$ cat src/rtl/sl_slave_responder_pkg.sv
// Shared types for the same-latency (SL) interconnect: request/response beats and byte-merge helper.
// The wstrb request field exists only when SL_SLAVE_WSTRB_EN is defined.
package sl_pkg;

    localparam int SL_ADDR_W      = 32;
    localparam int SL_DATA_W      = 32;
    localparam int SL_STRB_W      = SL_DATA_W / 8;
    localparam int SL_MAX_LATENCY = 8;

    typedef struct packed {
        logic                 valid;
        logic                 we;
        logic [SL_ADDR_W-1:0] addr;
        logic [SL_DATA_W-1:0] wdata;
`ifdef SL_SLAVE_WSTRB_EN
        logic [SL_STRB_W-1:0] wstrb;
`endif
    } SL_REQ;

    typedef struct packed {
        logic                 valid;
        logic                 err;
        logic [SL_DATA_W-1:0] rdata;
    } SL_RES;

    function automatic logic [SL_DATA_W-1:0] sl_merge_bytes(
        input logic [SL_DATA_W-1:0] old_word,
        input logic [SL_DATA_W-1:0] new_word,
        input logic [SL_STRB_W-1:0] strb
    );
        logic [SL_DATA_W-1:0] merged;
        merged = old_word;
        for (int b = 0; b < SL_STRB_W; b++) begin
            if (strb[b]) begin
                merged[8*b +: 8] = new_word[8*b +: 8];
            end else begin
                merged[8*b +: 8] = old_word[8*b +: 8];
            end
        end
        return merged;
    endfunction

endpackage

$ cat src/rtl/sl_slave_responder_if.sv
// One SL slave leg: request beat from the tree, response beat back to it.
interface sl_slave_responder_if;
    import sl_pkg::*;

    SL_REQ req;
    SL_RES res;

    modport master (output req, input res);
    modport slave  (input req, output res);

endinterface

$ cat src/rtl/sl_slave_responder_fixed_delay.sv
// sl_fixed_delay: DEPTH-stage shift pipe with synchronous clear, reusable by any SL slave.
module sl_fixed_delay #(
    parameter int DEPTH = 2,
    parameter int WIDTH = 1
) (
    input  logic             clk,
    input  logic             clr,
    input  logic [WIDTH-1:0] din,
    output logic [WIDTH-1:0] dout
);

    logic [WIDTH-1:0] stage_r [DEPTH];

    // Shift every stage by one per cycle; clear wipes anything in flight.
    always_ff @(posedge clk) begin
        if (clr) begin
            for (int i = 0; i < DEPTH; i++) begin
                stage_r[i] <= {WIDTH{1'b0}};
            end
        end else begin
            stage_r[0] <= din;
            for (int i = 1; i < DEPTH; i++) begin
                stage_r[i] <= stage_r[i-1];
            end
        end
    end

    assign dout = stage_r[DEPTH-1];

endmodule

$ cat src/rtl/sl_slave_responder.sv
// Fixed-latency SL slave: register bank of DEPTH words, one response exactly LATENCY cycles per request.
// Optional byte strobes are enabled by defining SL_SLAVE_WSTRB_EN.
module sl_slave_responder
    import sl_pkg::*;
#(
    parameter int LATENCY = 2,   // 1..SL_MAX_LATENCY
    parameter int DEPTH   = 16,  // power of two
    parameter int BASE    = 0    // DEPTH-aligned word address
) (
    input  logic                 clk,
    input  logic                 rst_n,  // active-high synchronous reset despite the name
    sl_slave_responder_if.slave  sl
);

    localparam int IDX_W = (DEPTH > 1) ? $clog2(DEPTH) : 1;
    localparam logic [SL_ADDR_W:0] LO_A = (SL_ADDR_W + 1)'(BASE);
    localparam logic [SL_ADDR_W:0] HI_A = (SL_ADDR_W + 1)'(BASE + DEPTH);

    logic [SL_DATA_W-1:0] bank_r [DEPTH];

    logic                 hit_s;
    logic                 wr_en_s;
    logic [IDX_W-1:0]     idx_s;
    logic [SL_DATA_W-1:0] rd_word_s;
    logic [SL_DATA_W-1:0] wr_word_s;
    SL_RES                rsp_s;
    SL_RES                pipe_out_s;

    // Address decode and the word the bank would take on a write this cycle.
    always_comb begin
        hit_s     = ({1'b0, sl.req.addr} >= LO_A) && ({1'b0, sl.req.addr} < HI_A);
        idx_s     = IDX_W'(sl.req.addr - LO_A[SL_ADDR_W-1:0]);
        rd_word_s = bank_r[idx_s];
        wr_en_s   = sl.req.valid && sl.req.we && hit_s;
`ifdef SL_SLAVE_WSTRB_EN
        wr_word_s = sl_merge_bytes(rd_word_s, sl.req.wdata, sl.req.wstrb);
`else
        wr_word_s = sl.req.wdata;
`endif
    end

    // Response beat entering the pipe; payload forced to zero on bubbles, misses and write acks.
    always_comb begin
        rsp_s = {$bits(SL_RES){1'b0}};
        if (sl.req.valid) begin
            rsp_s.valid = 1'b1;
            if (!hit_s) begin
                rsp_s.err   = 1'b1;
                rsp_s.rdata = {SL_DATA_W{1'b0}};
            end else if (!sl.req.we) begin
                rsp_s.err   = 1'b0;
                rsp_s.rdata = rd_word_s;
            end else begin
                rsp_s.err   = 1'b0;
                rsp_s.rdata = {SL_DATA_W{1'b0}};
            end
        end else begin
            rsp_s = {$bits(SL_RES){1'b0}};
        end
    end

    // Bank write port; contents deliberately unreset, and a request seen during reset is dropped.
    always_ff @(posedge clk) begin
        if (!rst_n && wr_en_s) begin
            bank_r[idx_s] <= wr_word_s;
        end
    end

    sl_fixed_delay #(
        .DEPTH (LATENCY),
        .WIDTH ($bits(SL_RES))
    ) u_res_pipe (
        .clk  (clk),
        .clr  (rst_n),
        .din  (rsp_s),
        .dout (pipe_out_s)
    );

    assign sl.res = pipe_out_s;

endmodule

$ cat src/flat_wrapper.sv
// flat-port wrapper written by rule: the top's interface ports become plain ports
module sl_slave_responder_flat import sl_pkg::*;
#(
    parameter int LATENCY = 2,                       
    parameter int DEPTH   = 16,                 
    parameter int BASE    = 0                                 
)
  (clk, rst_n, sl_req, sl_res);
  sl_slave_responder_if sl_i ();
  input  logic clk;
  input  logic rst_n;
  input wire logic [$bits(sl_i.req)-1:0] sl_req;
  output wire logic [$bits(sl_i.res)-1:0] sl_res;
  assign sl_i.req = sl_req;
  assign sl_res = sl_i.res;
  sl_slave_responder #(.LATENCY(LATENCY), .DEPTH(DEPTH), .BASE(BASE)) u_core (.clk(clk), .rst_n(rst_n), .sl(sl_i));
endmodule
$ cat config.mk
export PLATFORM = sky130hd
export DESIGN_NAME = sl_slave_responder_flat
export DESIGN_NICKNAME = d
export VERILOG_FILES = /design/src/rtl/sl_slave_responder_pkg.sv /design/src/rtl/sl_slave_responder_if.sv /design/src/rtl/sl_slave_responder_fixed_delay.sv /design/src/rtl/sl_slave_responder.sv /design/src/flat_wrapper.sv
export SDC_FILE = /design/constraint.sdc
export NUM_CORES = 1
export LEC_CHECK = 0
export ABC_CLOCK_PERIOD_IN_PS = 5900
export BUFFER_PORTS_ARGS = -buffer_cell sky130_fd_sc_hd__buf_2
export CORE_ASPECT_RATIO = 1.75
export CORE_UTILIZATION = 38
export CTS_BUF_LIST = sky130_fd_sc_hd__clkbuf_4 sky130_fd_sc_hd__clkbuf_8
export DETAILED_ROUTE_END_ITERATION = 10
export HOLD_SLACK_MARGIN = 0.1
export PLACE_DENSITY = 0.52
export SLEW_MARGIN = 10
export SYNTH_ARGS = -nofsm -noshare
export SYNTH_HDL_FRONTEND = slang
export SYNTH_SLANG_ARGS = --single-unit
$ cat constraint.sdc
create_clock -name clk -period 5.9 [get_ports clk]
set_input_delay 0.885 -clock clk [delete_from_list [all_inputs] [get_ports clk]]
set_output_delay 0.885 -clock clk [all_outputs]
set_load 0.02 [all_outputs]
==> results.yml, run 1 <==
layout:
  drive_above_1_share_pct: 38.9
  area_growth_pct: 13.5
  final_nets: 1161
  fin_cells: 1858
die:
  core-area_sq_mm: 0.0553
  start_util_pct: 38.6
  ioPinCount: 102
  row_count: 114
  die_x_um: 181
  die_h_um: 316
  die_area_sq_mm: 0.0572
timing:
  fin_crit_ns: 2.98
  worstMarginPinSlew_ns: 1.08
  skew_ns: 0.0220
  fmax_mhz: 336
  rsz0062_at_grt: "false"
  setup_tns_ns: 0
  hold_violations: 0
  setup_viol: 0
  slew_viol_final: 0
  period_share_pct: 50.4
  slew_headroom_pct: 28.1
global_route:
  gr-usage-all-layers_pct: 17.3
  grt_max_degree: 64
  grt_pass1_vias: 10900
  antenna_found_initial: 3
  grt.overflow.total: 0
  grt_pass1_wl_um: 71100
clock_network:
  cts_setup_buffers: 0
  clock-root-buffer: "clkbuf_8"
  cts_resized: 0
  cts_max_level: 3
  cts_buffer_depth: 3
  cts_buffers: 82
  hold_buffers: 0
  cts_tree: "yes"
  clock_sinks: 580
  clock_latency_ns: 0.65
  clk_pin_slew_worst_paths_ns: 0.06
power:
  p_comb_share_pct: 3.6
  switching_share_pct: 21.0
  vdd_ir_drop_max_mv: 0.130
  p_leak_nw: 7.77
  switchingPower_w: 0.00166
  intPower_w: 0.00626
  power.density_mw_per_mm2: 327
  clockPowerShare_pct: 40.0
  seqPwrFrac_pct: 56.3
critical_path:
  crit_arrival_ns: 3.30
  required_ns: 6.22
  crit_fanout: 35
  crit_type: "in2reg"
  critPathLaunchType: "input port"
  critPathCaptureType: "register"
synthesis:
  synthCells: 966
  synth_top_family_by_area: "multiplexers"
  synthAdderAreaFrac_pct: 0
  synth_area_sq_mm: 0.0214
  postSynthAreaPerCell_sq_um: 22.1
  yosysWarnings: 0
  synth-xor-area-share_pct: 0
  yosys.area_share.simple_pct: 2.22
  synth-seq-cells: 580
  synth_compound_area_share_pct: 3.53
  synth.distinct_cells: 25
  yosys-mux-area-fraction_pct: 13.5
  seq_area_frac_synth_pct: 78.4
  syn_nets: 1034
place:
  io_buffers: 101
  place.gp.congestion: 0.727
  dp.cells: 1705
  dp_hpwl_um: 26800
routing:
  drc: 0
  avgRoutedWirePerCell_um: 25.9
  ant_nets: 0
  first_pass_iters: 4
  routed_wl_um: 48100
  first_iter_violations: 701
  viasPerCell: 5.27
  vias: 9799
hold_path:
  hp-class: "reg2reg"
flow_run:
  drv_cap: 0
run_status:
  outcome: "complete, no violations"
[Yosys cell counts]
library cell  count  area [sq um]
nand2_1           2          7.51
a21oi_1           2          10.0
nor2b_1          36           225
buf_2            16          80.1
or4_1             3          22.5
mux4_2          128          2880
buf_4            35           263
nor2_1            3          11.3
nor4_1            8          50.1
and2_1            1          6.26
nor4_2            3          37.5
and3_1            8          50.1
inv_1             1          3.75
nor3_1            2          10.0
dfxtp_1          68          1360
nand2b_1          2          12.5
clkbuf_1         32           120
nor3b_1           4          30.0
a21oi_2          30           263
buf_6             3          33.8
buf_1             1          3.75
edfxtp_1        512         15400
nand3_1           1          5.00
a22oi_1          64           480
nand4_1           1          6.26
[routing by layer]
layer  track usage (%)  share of wire (%)  vias to the layer above
li1                  -                  -                     4244
met1              18.9                 37                     5263
met2              33.3                 57                      217
met3              2.99                3.6                       73
met4              6.03                2.2                        2
met5                 0              0.027                        -
[sequential cells by signal, summed over array words and instances (netlist names)]
register	count
u_core.u_res_pipe.stage_r	68
u_core.bank_r	512
[final cells by class]
type | count | area, sq um
sequential | 580 | 16700
timing repair buffer | 130 | 763
multi-input combinational | 298 | 4190
clock inverter | 24 | 148
tap | 696 | 871
fill | 4816 | 31100
antenna | 2 | 5.00
inverter | 1 | 3.75
clock buffer | 127 | 1520
[power by group through the flow]
stage | registers (W) | logic [W] | clock network, W
global placement | 0.00455 | 0.000293 | 0
detailed placement | 0.00455 | 0.000297 | 0
global route | 0.00446 | 0.000312 | 0.00341
floorplan | 0.00455 | 0.000166 | 0
finish | 0.00446 | 0.000288 | 0.00317
CTS | 0.00446 | 0.000297 | 0.00326
[cell families after synthesis]
kind of cell | Yosys count
AO/OA/AOI/OAI | 96
buffers and inverters | 88
flip-flops | 580
multiplexers | 128
AND/OR/NAND/NOR | 74
[worst paths after layout]
check	start	end	slack [ns]	depth (start not counted)
worst min register to register	u_core.u_res_pipe.stage_r[0][33]	u_core.u_res_pipe.stage_r[0][67]	0.43	1
worst max register to register	u_core.bank_r[15][16]	u_core.u_res_pipe.stage_r[0][16]	4.45	3
worst max-delay path	rst_n	u_core.bank_r[2][16]	2.92	6
worst min-delay path	u_core.u_res_pipe.stage_r[0][33]	u_core.u_res_pipe.stage_r[0][67]	0.43	1
[cell usage in the layout (no fill, tap or decap), drive strengths merged]
master / instances
a21oi: 32
or4: 3
nor2b: 36
clkbuf: 128
and3: 8
nor3: 2
clkinvlp: 4
buf: 129
bufinv: 1
inv: 3
nand4: 1
nor3b: 4
nor2: 3
nor4: 11
clkinv: 17
diode: 2
mux4: 128
nand2b: 2
dfxtp: 68
nand2: 2
a22oi: 64
edfxtp: 512
nand3: 1
and2: 1
[critical path, cell delays in order]
cell and delay, ns:
buf_2 0.09, buf_4 0.27, nand2b_1 0.29, nor4_1 0.48, and3_2 0.86, buf_4 0.38
[per-stage QoR]
step | power [W] | worst slack, ns | utilization, % | hold WS (ns) | instance area (sq um)
after floorplan | 0.00472 | 0.387 | - | 0.414 | 21400
after global placement | 0.00484 | 2.25 | 40.8 | 0.417 | 22600
after detailed placement | 0.00484 | 2.23 | 40.8 | 0.425 | 22600
after CTS | 0.00801 | 2.91 | 43.8 | 0.436 | 24200
after global routing | 0.00818 | 2.74 | 43.8 | 0.454 | 24200
final | 0.00792 | 2.92 | 43.8 | 0.430 | 24200
Power figures use the tool's default switching activity.
==> run 2: changes to the inputs <==
--- a/config.mk
+++ b/config.mk
@@ -5,7 +5,7 @@
 export SDC_FILE = /design/constraint.sdc
 export NUM_CORES = 1
 export LEC_CHECK = 0
-export ABC_CLOCK_PERIOD_IN_PS = 5900
+export ABC_CLOCK_PERIOD_IN_PS = 3050
 export BUFFER_PORTS_ARGS = -buffer_cell sky130_fd_sc_hd__buf_2
 export CORE_ASPECT_RATIO = 1.75
 export CORE_UTILIZATION = 38
==> constraint.sdc (replaced) <==
create_clock -name clk -period 3.05 [get_ports clk]
set_input_delay 0.4575 -clock clk [delete_from_list [all_inputs] [get_ports clk]]
set_output_delay 0.4575 -clock clk [all_outputs]
set_load 0.02 [all_outputs]
==> run 2 against run 1 <==
  * Sequential power is 93% higher
  * Sequential cell count stayed put
  * Global-route usage is 0.42 points higher
  * Wire length is 0.97% higher
  * Hold slack worse by 0.25 ns
  * Cell count is 0.91% higher
  * Critical endpoint is now u_core.bank_r[0][14]
  * Largest cell class unchanged
  * Largest power group unchanged
==> results.yml, run 2 (synthesis gave the netlist of run 1 again) <==
place:
  place.gp.congestion: 0.716
  place_ws_ns: 0.402
  dp_hpwl_um: 28200
  io_buffers: 101
hold_path:
  min_from: "sl_req[65]"
  hold_depth: 3
  hp-class: "in2reg"
  hold_end: "u_core.u_res_pipe.stage_r[0][33]"
power:
  p_leak_nw: 8.02
  power.density_mw_per_mm2: 621
  vdd_ir_drop_max_mv: 0.297
critical_path:
  required_ns: 3.37
  critPathCaptureType: "register"
  cpPeakStageDelay_ns: 0.62
  reg2reg_to: "u_core.u_res_pipe.stage_r[0][27]"
  reg2reg_depth: 3
  r2r-start: "u_core.bank_r[14][27]"
  critPathLaunchType: "input port"
  critPathBufInv: 2
  rrSetupSlack_ns: 1.62
  crit_type: "in2reg"
  crit_fanout: 24
  crit_family: "simple AND/OR/NAND/NOR gates"
  crit_arrival_ns: 2.31
  crit_start: "sl_req[36]"
  cp_cell_sequence: "buf_2, nor4_1, nand3_1, or4_4, nor4_4, buf_12"
  slowest_stage: "or4_4"
timing:
  slew_viol_final: 0
  skew_ns: 0.0159
  whs_ns: 0.177
  slew_headroom_pct: 35.9
  rsz0062_at_grt: "false"
  setup_viol: 0
  worstMarginPinSlew_ns: 0.961
  hold_violations: 0
  fin_crit_ns: 1.99
  fmax_mhz: 502
  period_share_pct: 65.4
  setup_tns_ns: 0
  setup_slack_ns: 1.06
routing:
  drc: 0
  first_iter_violations: 508
  ant_nets: 0
  vias: 9801
  viasPerCell: 5.23
  routed_wl_um: 48600
  avgRoutedWirePerCell_um: 25.9
  first_pass_iters: 4
layout:
  final_cell_mix: "edfxtp_1 (512), mux4_2 (128), clkbuf_8 (101), buf_2 (99), dfxtp_1 (68)"
  final_common_cell: "edfxtp_1"
  largest_register_ffs: 512
  register_area_sq_mm: 0.0167
  top_register: "u_core.bank_r"
  final_nets: 1183
  drive_above_1_share_pct: 40.4
  area_growth_pct: 15.8
  fin_util_pct: 44.7
  multi_input_area_sq_mm: 0.00425
  nFillCells: 4719
  reg.largest.list: "u_core.bank_r (512), u_core.u_res_pipe.stage_r (68)"
die:
  start_util_pct: 38.6
  row_count: 114
  die_x_um: 181
  ioPinCount: 102
  core-area_sq_mm: 0.0553
  die_area_sq_mm: 0.0572
  die_h_um: 316
clock_network:
  clk_pin_slew_worst_paths_ns: 0.06
  hold_buffers: 0
  clock_latency_ns: 0.63
  clock-root-buffer: "clkbuf_8"
  cts_buffers: 85
  cts_tree: "yes"
  cts_resized: 0
  cts_buffer_depth: 3
  clock_sinks: 580
  cts_max_level: 3
  cts_setup_buffers: 0
global_route:
  grt_pass1_wl_um: 72900
  grt_pass1_vias: 11100
  antenna_found_initial: 2
  grt.overflow.total: 0
  gr-usage-all-layers_pct: 17.7
  grt_max_degree: 72
run_status:
  outcome: "complete, no violations"
flow_run:
  drv_cap: 0
run 2: cell types whose count changed in the layout (fill, tap and decap cells not counted), moves of 5 or more:
| cell | previous run | this run |
|---|---|---|
| buf_12 | 2 | 23 |
| clkbuf_8 | 91 | 101 |
| clkinv_2 | 5 | 13 |
| clkbuf_4 | 37 | 26 |
| clkinv_1 | 12 | 7 |
run 2: worst max path at each step:
| stage | to | slack [ns] | depth (start not counted) |
|---|---|---|---|
| 3_5_place_dp | u_core.bank_r[1][24] | 0.40 | 6 |
| 4_1_cts | u_core.bank_r[0][20] | 1.08 | 6 |
| 3_3_place_gp | u_core.bank_r[0][12] | 0.42 | 6 |
| 2_1_floorplan | u_core.bank_r[5][0] | -0.17 | 6 |
| 5_1_grt | u_core.bank_r[1][7] | 0.91 | 6 |
| 6_report | u_core.bank_r[0][14] | 1.06 | 6 |
run 2: metal layers:
| layer | share of wire (%) | vias up | track usage (%) |
|---|---|---|---|
| met2 | 58 | 198 | 34.1 |
| met5 | 0 | - | 0 |
| met3 | 3.5 | 62 | 2.63 |
| met4 | 1.8 | 0 | 5.84 |
| met1 | 37 | 5245 | 19.8 |
| li1 | - | 4296 | - |
run 2: worst reg2reg max path, cell delays in order (launching register included):
cell	delay, ns
edfxtp_1	0.37
mux4_2	0.46
a22oi_1	0.37
a21oi_2	0.11
run 2: metrics by stage:
stage / std cells / area [sq um] / power, W
2_1_floorplan: 966 / 21400 / 0.00913
3_3_place_gp: 1724 / 23000 / 0.00940
3_5_place_dp: 1724 / 23000 / 0.00941
4_1_cts: 1874 / 24700 / 0.0156
5_1_grt: 1875 / 24700 / 0.0159
6_report: 1875 / 24700 / 0.0154
run 2: power breakdown:
part	internal (W)	switching (W)	leakage, nW
registers	0.00863	0.000000502	5.15
clock network	0.00330	0.00285	0.905
logic	0.000236	0.000354	1.97
total	0.0122	0.00320	8.02
run 2: cell type report:
| class | instances | area share (%) |
|---|---|---|
| inverter | 1 | 0.0152 |
| timing repair buffer | 149 | 4.73 |
| multi-input combinational | 298 | 17.2 |
| clock buffer | 126 | 6.36 |
| tap | 696 | 3.52 |
| sequential | 580 | 67.7 |
| clock inverter | 24 | 0.496 |
| antenna | 1 | 0.0101 |
